`src/rtl/bidir_bus_ctrl_if.sv`:
```
// Request/response and pad-side signals of the bidirectional bus controller.
// The slave modport is the controller's view; the master modport is the requester and pad side.
interface bidir_bus_ctrl_if;
  logic       req_valid;
  logic       req_ready;
  logic       req_wr;
  logic [7:0] req_wdata;
  logic [7:0] rd_data;
  logic       rd_valid;
  logic       busy;
  logic       pad_oe;
  logic [7:0] pad_wdata;
  logic [7:0] pad_rdata;

  modport slave (
    input  req_valid, req_wr, req_wdata, pad_rdata,
    output req_ready, rd_data, rd_valid, busy, pad_oe, pad_wdata
  );

  modport master (
    output req_valid, req_wr, req_wdata, pad_rdata,
    input  req_ready, rd_data, rd_valid, busy, pad_oe, pad_wdata
  );
endinterface

```
`src/rtl/bidir_bus_ctrl.sv`:
```
// Sequences writes and reads onto a registered bidirectional pad, guaranteeing a
// setup cycle before driving and a turnaround gap after every write.
module bidir_bus_ctrl #(
  parameter int unsigned WR_HOLD    = 2,
  parameter int unsigned TURNAROUND = 1,
  parameter int unsigned RD_LAT     = 2
) (
  input  logic            clk,
  input  logic            rst_n,
  bidir_bus_ctrl_if.slave bus
);

  typedef enum logic [2:0] {
    IDLE   = 3'd0,
    WSETUP = 3'd1,
    WDRIVE = 3'd2,
    TURN   = 3'd3,
    RWAIT  = 3'd4
  } state_t;

  localparam logic [3:0] WR_HOLD_LD = 4'(WR_HOLD - 1);
  localparam logic [3:0] TURN_LD    = 4'(TURNAROUND - 1);
  localparam logic [3:0] RD_LAT_LD  = 4'(RD_LAT - 1);

  state_t     state_reg, state_next;
  logic [3:0] cnt_reg, cnt_next;
  logic       pad_oe_reg, pad_oe_next;
  logic [7:0] pad_wdata_reg, pad_wdata_next;
  logic [7:0] rd_data_reg, rd_data_next;
  logic       rd_valid_reg, rd_valid_next;
  logic       accept;

  assign accept = bus.req_valid && (state_reg == IDLE);

  always_ff @(posedge clk or negedge rst_n) begin
    if (!rst_n) begin
      state_reg     <= IDLE;
      cnt_reg       <= 4'd0;
      pad_oe_reg    <= 1'b0;
      pad_wdata_reg <= 8'd0;
      rd_data_reg   <= 8'd0;
      rd_valid_reg  <= 1'b0;
    end else begin
      state_reg     <= state_next;
      cnt_reg       <= cnt_next;
      pad_oe_reg    <= pad_oe_next;
      pad_wdata_reg <= pad_wdata_next;
      rd_data_reg   <= rd_data_next;
      rd_valid_reg  <= rd_valid_next;
    end
  end

  always_comb begin
    state_next     = state_reg;
    cnt_next       = cnt_reg;
    pad_oe_next    = pad_oe_reg;
    pad_wdata_next = pad_wdata_reg;
    rd_data_next   = rd_data_reg;
    rd_valid_next  = 1'b0;

    case (state_reg)
      IDLE: begin
        pad_oe_next = 1'b0;
        if (accept) begin
          if (bus.req_wr) begin
            // Data is loaded a cycle before the pad is enabled so the pad register is settled.
            pad_wdata_next = bus.req_wdata;
            state_next     = WSETUP;
          end else begin
            cnt_next   = RD_LAT_LD;
            state_next = RWAIT;
          end
        end
      end
      WSETUP: begin
        pad_oe_next = 1'b1;
        cnt_next    = WR_HOLD_LD;
        state_next  = WDRIVE;
      end
      WDRIVE: begin
        if (cnt_reg == 4'd0) begin
          pad_oe_next = 1'b0;
          cnt_next    = TURN_LD;
          state_next  = TURN;
        end else begin
          cnt_next = cnt_reg - 4'd1;
        end
      end
      TURN: begin
        pad_oe_next = 1'b0;
        if (cnt_reg == 4'd0) begin
          state_next = IDLE;
        end else begin
          cnt_next = cnt_reg - 4'd1;
        end
      end
      RWAIT: begin
        pad_oe_next = 1'b0;
        if (cnt_reg == 4'd0) begin
          rd_data_next  = bus.pad_rdata;
          rd_valid_next = 1'b1;
          state_next    = IDLE;
        end else begin
          cnt_next = cnt_reg - 4'd1;
        end
      end
      default: begin
        pad_oe_next = 1'b0;
        cnt_next    = 4'd0;
        state_next  = IDLE;
      end
    endcase
  end

  assign bus.req_ready = (state_reg == IDLE);
  assign bus.busy      = (state_reg != IDLE);
  assign bus.pad_oe    = pad_oe_reg;
  assign bus.pad_wdata = pad_wdata_reg;
  assign bus.rd_data   = rd_data_reg;
  assign bus.rd_valid  = rd_valid_reg;

endmodule

```
`src/flat_wrapper.sv`:
```
// flat-port wrapper written by rule: the top's interface ports become plain ports
module bidir_bus_ctrl_flat 
#(
  parameter int unsigned WR_HOLD    = 2,
  parameter int unsigned TURNAROUND = 1,
  parameter int unsigned RD_LAT     = 2
)
  (clk, rst_n, bus_req_valid, bus_req_wr, bus_req_wdata, bus_pad_rdata, bus_req_ready, bus_rd_data, bus_rd_valid, bus_busy, bus_pad_oe, bus_pad_wdata);
  bidir_bus_ctrl_if bus_i ();
  input  logic clk;
  input  logic rst_n;
  input wire logic [$bits(bus_i.req_valid)-1:0] bus_req_valid;
  input wire logic [$bits(bus_i.req_wr)-1:0] bus_req_wr;
  input wire logic [$bits(bus_i.req_wdata)-1:0] bus_req_wdata;
  input wire logic [$bits(bus_i.pad_rdata)-1:0] bus_pad_rdata;
  output wire logic [$bits(bus_i.req_ready)-1:0] bus_req_ready;
  output wire logic [$bits(bus_i.rd_data)-1:0] bus_rd_data;
  output wire logic [$bits(bus_i.rd_valid)-1:0] bus_rd_valid;
  output wire logic [$bits(bus_i.busy)-1:0] bus_busy;
  output wire logic [$bits(bus_i.pad_oe)-1:0] bus_pad_oe;
  output wire logic [$bits(bus_i.pad_wdata)-1:0] bus_pad_wdata;
  assign bus_i.req_valid = bus_req_valid;
  assign bus_i.req_wr = bus_req_wr;
  assign bus_i.req_wdata = bus_req_wdata;
  assign bus_i.pad_rdata = bus_pad_rdata;
  assign bus_req_ready = bus_i.req_ready;
  assign bus_rd_data = bus_i.rd_data;
  assign bus_rd_valid = bus_i.rd_valid;
  assign bus_busy = bus_i.busy;
  assign bus_pad_oe = bus_i.pad_oe;
  assign bus_pad_wdata = bus_i.pad_wdata;
  bidir_bus_ctrl #(.WR_HOLD(WR_HOLD), .TURNAROUND(TURNAROUND), .RD_LAT(RD_LAT)) u_core (.clk(clk), .rst_n(rst_n), .bus(bus_i));
endmodule
```
`config.mk`:
```
export PLATFORM = sky130hd
export DESIGN_NAME = bidir_bus_ctrl_flat
export DESIGN_NICKNAME = d
export VERILOG_FILES = /design/src/rtl/bidir_bus_ctrl_if.sv /design/src/rtl/bidir_bus_ctrl.sv /design/src/flat_wrapper.sv
export SDC_FILE = /design/constraint.sdc
export NUM_CORES = 1
export LEC_CHECK = 0
export ABC_AREA = 1
export BUFFER_PORTS_ARGS = -buffer_cell sky130_fd_sc_hd__buf_2
export CAP_MARGIN = 40
export CORE_UTILIZATION = 40
export CTS_BUF_LIST = sky130_fd_sc_hd__clkbuf_16
export DETAILED_ROUTE_END_ITERATION = 7
export PLACE_DENSITY = 0.63
export SETUP_SLACK_MARGIN = 0.1
export SYNTH_ARGS = -nofsm -noshare
export SYNTH_HDL_FRONTEND = slang
export SYNTH_SLANG_ARGS = --single-unit
export TNS_END_PERCENT = 30
```
`constraint.sdc`:
```
create_clock -name clk -period 2.6 [get_ports clk]
set_input_delay 0.26 -clock clk [delete_from_list [all_inputs] [get_ports clk]]
set_output_delay 0.26 -clock clk [all_outputs]
set_load 0.01 [all_outputs]
```
==> impl_metrics.env, run 1 <==
export IMPL_run_status="complete, but fails checks"
export IMPL_violations="negative hold slack"
export IMPL_tns_ns=0
export IMPL_crit_family="flip-flops"
export IMPL_cts_num_sinks=25
export IMPL_cts_buffers=3
export IMPL_synth_fp_nets=164
export IMPL_wl_per_cell_um=11.2
export IMPL_holdWs_ns=-0.00847
export IMPL_clock_skew_final_ns=0.000948
export IMPL_drcViolationCount=0
export IMPL_arrival_ns=1.26
export IMPL_critical_path_depth=4
export IMPL_ctsLongestPathBuffers=2
export IMPL_seq_area_um2=626
export IMPL_layout_common_cells="nand2_1 (58), buf_2 (39), dfrtp_1 (25), inv_1 (19), o21ai_0 (12)"
export IMPL_viasPerCell=4.69
export IMPL_syn_inst=142
export IMPL_drive_gt1_share_pct=27.9
export IMPL_fmax_mhz=657
export IMPL_ir_drop_uv=666
export IMPL_path_class="flip-flop to output pin"
export IMPL_antenna_cells=0
export IMPL_synth_area_um2=1180
export IMPL_ios=40
export IMPL_nFillCells=254
export IMPL_die_w_um=56.3
export IMPL_endpoint_kind="output pin"
export IMPL_hold_viol=25
export IMPL_critPathBufInv=2
export IMPL_cpPeakStageDelay_ns=0.46
export IMPL_p_leak_nw=0.837
export IMPL_coreArea_um2=2780
export IMPL_fin_crit_sh_pct=58.6
export IMPL_tightest_slew_ns=0.590
export IMPL_gp_congestion=0.808
export IMPL_max_cap_violations=0
export IMPL_portBuffers=39
export IMPL_hold_path_class="input pin to async pin"
export IMPL_dp_hpwl_um=1770
export IMPL_yosysSeqAreaShare_pct=53.0
export IMPL_synth_seq_cells=25
export IMPL_synthTopCellsByArea="dfrtp_1 (53%), nand2_1 (18%), inv_1 (5.7%)"
export IMPL_cts_clk_slew_worst_paths_ns=0.06
export IMPL_yosys_area_top_type="dfrtp_1"
export IMPL_setup_viol=0
export IMPL_dpl_instance_area_um2=1400
export IMPL_yosys_warnings=0
export IMPL_dieArea_um2=3170
export IMPL_syn2layout_area_growth_pct=25.1
export IMPL_cts_setup_buffers=0
export IMPL_clkLatencyLatePin_ns=0.25
export IMPL_finalMaxSlewViolations=0
export IMPL_finalPower_w=0.00183
export IMPL_rr_worst_depth=4
export IMPL_grt_use_total_pct=15.9
export IMPL_max_slew_margin_rel_pct=60.5
export IMPL_row_count=19
export IMPL_cts_htree_levels=1
export IMPL_start_util_pct=42.4
export IMPL_worstPathRequired_ns=2.34
export IMPL_cts_resized=0
export IMPL_fp_dieH_um=56.3
export IMPL_ctsHoldBuffers=0
export IMPL_antenna_found_initial=0
export IMPL_num_vias=1004
export IMPL_grt_pass1_vias=891
export IMPL_multi_input_area_um2=467
export IMPL_p_per_area_nw_per_um2=1240
export IMPL_synthDistinctLibCells=19
export IMPL_worstPathMaxFanout=7
export IMPL_rsz0062_at_grt="false"
export IMPL_nets=206
export IMPL_cpMaxStageDelayCell="dfrtp_1"
export IMPL_grt_pass1_wl_um=4000
export IMPL_cts_root_buf="clkbuf_16"
export IMPL_drt_pass1_iter_count=4
export IMPL_period_needed_ns=1.52
export IMPL_postRouteAntennaNets=0
export IMPL_grt_overflow=0
export IMPL_fin_area_um2=1480
export IMPL_synth_area_per_cell_um2=8.31
export IMPL_synth_top_area_share_pct=53.0
export IMPL_layout_commonest_cell="nand2_1"
export IMPL_wirelength_um=2390
export IMPL_path_cells="nor2_4, nand2_4, inv_1, buf_2"
export IMPL_start_kind="flip-flop"
export IMPL_cts_tree="yes"
export IMPL_drt_initial_drc_count=34
export IMPL_grt_start_max_net_pins=26
where the power goes:
group | internal (W) | switching [W]
clock | 0.000205 | 0.000129
combinational | 0.000306 | 0.000490
sequential | 0.000571 | 0.000129
worst paths after layout:
path | slack, ns | start | endpoint
worst max-delay path | 1.08 | u_core.state_reg[1] | bus_req_ready
worst max register to register | 1.09 | u_core.state_reg[1] | u_core.bus.pad_wdata[3]
worst min-delay path | -0.008 | rst_n | u_core.cnt_reg[3]
max in group asynchronous | 2.24 | rst_n | u_core.bus.pad_wdata[1]
worst min register to register | 0.48 | u_core.bus.rd_data[3] | u_core.bus.rd_data[3]
min in group clk | 0.20 | bus_pad_rdata[7] | u_core.bus.rd_data[7]
cell usage after synthesis:
master / n
a21oi_1: 1
buf_2: 1
buf_6: 1
dfrtp_1: 25
ha_1: 2
inv_1: 18
inv_2: 1
nand2_1: 58
nand2_2: 2
nand2_4: 1
nand3_1: 8
nand3_2: 1
nor2_1: 4
nor2_4: 1
nor3_4: 1
o211ai_1: 1
o21ai_0: 12
o21ai_2: 2
xor2_1: 2
routing by layer:
metal / track usage (%) / wire length [um]
met5: 0 / 0
met4: 5.23 / 16
met3: 2.30 / 92
met2: 25.5 / 1150
met1: 22.3 / 1140
layout make-up:
class / instances / share of cell area (%)
Tap cell: 31 / 2.63
Clock buffer: 3 / 5.08
Timing Repair Buffer: 39 / 13.2
Sequential cell: 25 / 42.4
Inverter: 19 / 4.83
Clock inverter: 1 / 0.254
Multi-Input combinational cell: 96 / 31.6
stage by stage:
step	hold WS (ns)	setup slack, ns	instances	util [%]
floorplan	-0.0356	1.34	142	-
global placement	0.285	1.13	210	50.2
detailed placement	0.296	1.09	210	50.2
CTS	0.0211	1.07	214	53.1
global route	0.0482	0.901	214	53.1
finish	-0.00847	1.08	214	53.1
cells by family after synthesis:
family / share of synthesized area [%]
simple gates: 28.3
compound gates: 7.64
xor+xnor: 1.48
buf+inv: 7.42
flops: 53.0
fa+ha+maj: 2.12
Note: power is estimated with default switching activity, not from simulation.
==> inputs of run 2 (changes only) <==
clock period = 1.5 ns   (was 2.6 ns; I/O delays follow)
==> run 2 against run 1 <==
  * The run now ends clean
  * Power rose by 81%
  * First-iteration DRC count is 79% higher
  * Clock-buffer cell count unchanged
  * Critical endpoint unchanged
  * Largest power group unchanged
==> impl_metrics.env, run 2 (synthesis results as in run 1) <==
export IMPL_drive_gt1_share_pct=34.2
export IMPL_seqPwrFrac_pct=36.9
export IMPL_antenna_cells=0
export IMPL_nets=210
export IMPL_start_util_pct=42.4
export IMPL_tns_ns=0
export IMPL_rsz0062_at_grt="true"
export IMPL_cts_root_buf="clkbuf_16"
export IMPL_worstReg2RegStart="u_core.cnt_reg[1]"
export IMPL_reg2reg_to="u_core.cnt_reg[2]"
export IMPL_endpoint_kind="output pin"
export IMPL_layout_commonest_cell="nand2_1"
export IMPL_grt_pass1_vias=947
export IMPL_p_switching_w=0.00135
export IMPL_coreArea_um2=2780
export IMPL_period_needed_ns=1.31
export IMPL_swShare_pct=41.0
export IMPL_drt_initial_drc_count=61
export IMPL_p_int_w=0.00195
export IMPL_r2r_slack_ns=0.19
export IMPL_portBuffers=39
export IMPL_hold_path_class="input pin to flip-flop"
export IMPL_start_kind="flip-flop"
export IMPL_path_class="flip-flop to output pin"
export IMPL_nFillCells=274
export IMPL_wl_per_cell_um=11.1
export IMPL_tightest_slew_ns=0.545
export IMPL_combPwrFrac_pct=45.6
export IMPL_cts_htree_levels=1
export IMPL_cts_buffers=3
export IMPL_clkLatencyLatePin_ns=0.26
export IMPL_ios=40
export IMPL_arrival_ns=1.16
export IMPL_cts_tree="yes"
export IMPL_layout_common_cells="nand2_1 (56), buf_2 (39), dfrtp_1 (22), inv_1 (17), o21ai_0 (11)"
export IMPL_fp_dieH_um=56.3
export IMPL_num_vias=1018
export IMPL_worstHoldEndpoint="u_core.bus.rd_data[2]"
export IMPL_run_status="finished, final reports clean"
export IMPL_p_leak_nw=0.853
export IMPL_postRouteAntennaNets=0
export IMPL_gp_congestion=0.747
export IMPL_hold_depth=3
export IMPL_max_slew_margin_rel_pct=63.7
export IMPL_worstPathMaxFanout=7
export IMPL_grt_start_max_net_pins=26
export IMPL_min_delay_start="bus_pad_rdata[2]"
export IMPL_dieArea_um2=3170
export IMPL_finalMaxSlewViolations=0
export IMPL_cts_clk_slew_worst_paths_ns=0.06
export IMPL_drcViolationCount=0
export IMPL_ir_drop_uv=1160
export IMPL_grt_overflow=0
export IMPL_dp_hpwl_um=1730
export IMPL_holdWs_ns=0.0820
export IMPL_fin_crit_sh_pct=87.3
export IMPL_ctsLongestPathBuffers=2
export IMPL_rr_worst_depth=9
export IMPL_die_w_um=56.3
export IMPL_clock_skew_final_ns=0.00223
export IMPL_row_count=19
export IMPL_viasPerCell=4.67
export IMPL_grt_use_total_pct=15.9
export IMPL_antenna_found_initial=0
export IMPL_max_cap_violations=0
export IMPL_worstPathRequired_ns=1.35
export IMPL_setup_viol=0
export IMPL_fmax_mhz=764
export IMPL_drt_pass1_iter_count=3
export IMPL_p_clk_share_pct=17.5
export IMPL_grt_pass1_wl_um=3960
export IMPL_p_per_area_nw_per_um2=2140
export IMPL_wirelength_um=2420
export IMPL_hold_viol=0
export IMPL_cts_num_sinks=25
export IMPL_syn2layout_area_growth_pct=30.8
[run 2: cell count changes in the layout (fill, tap and decap cells not counted), sizes merged]
| cell | before | now |
|---|---|---|
| buf | 39 | 42 |
| dlygate4sd3 | 0 | 1 |
[run 2: power by group through the flow]
| stage | Combinational, W | Sequential, W | Clock, W |
|---|---|---|---|
| floorplan | 0.000830 | 0.00129 | 0 |
| detailed placement | 0.00140 | 0.00121 | 0 |
| global placement | 0.00138 | 0.00121 | 0 |
| finish | 0.00151 | 0.00122 | 0.000577 |
| CTS | 0.00141 | 0.00121 | 0.000599 |
| global route | 0.00171 | 0.00127 | 0.000627 |
[run 2: critical path, stage by stage, from the launching register on]
cell and delay [ns]:
dfrtp_2 0.46, nor2_4 0.15, nand2_4 0.08, inv_2 0.08
buf_2 0.13
[run 2: repair_timing]
| item | 4_1_cts | 5_1_grt |
|---|---|---|
| gates resized for setup | 1 | 12 |
| pin swaps | 0 | 1 |
| setup endpoints to repair | 2 | 22 |
| hold buffers | 1 | 0 |
| buffers inserted | 0 | 1 |
| endpoints found under the hold margin | 25 | 0 |
[run 2: layout make-up]
type	count	area (um^2)	share of cell area [%]
flip-flops and latches	25	629	40.8
clock buffers	3	75.1	4.87
multi-input cells	96	494	32.0
clock inverters	1	3.75	0.243
well taps	31	38.8	2.51
repair buffers	43	228	14.8
inverters	19	73.8	4.79
[run 2: metrics by stage]
step / worst slack (ns) / total power, W / cell area, um^2 / util [%] / cells
finish: 0.191 / 0.00330 / 1540 / 55.5 / 218
global route: 0.0750 / 0.00360 / 1540 / 55.5 / 218
CTS: 0.107 / 0.00322 / 1500 / 54.1 / 217
detailed placement: 0.114 / 0.00261 / 1410 / 50.8 / 212
global placement: 0.181 / 0.00259 / 1410 / 50.8 / 212
floorplan: 0.243 / 0.00212 / 1180 / - / 142
[run 2: worst max path at each step]
stage                                    from                      end  slack [ns]  depth (start not counted)
after global placement      u_core.cnt_reg[1]    u_core.bus.rd_data[5]        0.18                          8
after CTS                 u_core.state_reg[1]            bus_req_ready        0.11                          4
after detailed placement    u_core.cnt_reg[1]    u_core.bus.rd_data[4]        0.11                          8
after floorplan           u_core.state_reg[1]  u_core.bus.pad_wdata[0]        0.24                          5
final                     u_core.state_reg[1]            bus_req_ready        0.19                          4
after global routing        u_core.cnt_reg[1]        u_core.cnt_reg[2]        0.07                          9
[run 2: metal layers]
metal	global-route usage (%)	vias to the layer above	wire length, um
met1	21.3	458	1130
li1	-	530	-
met3	3.69	6	84
met2	25.7	24	1150
met4	5.23	0	52
met5	0	-	0
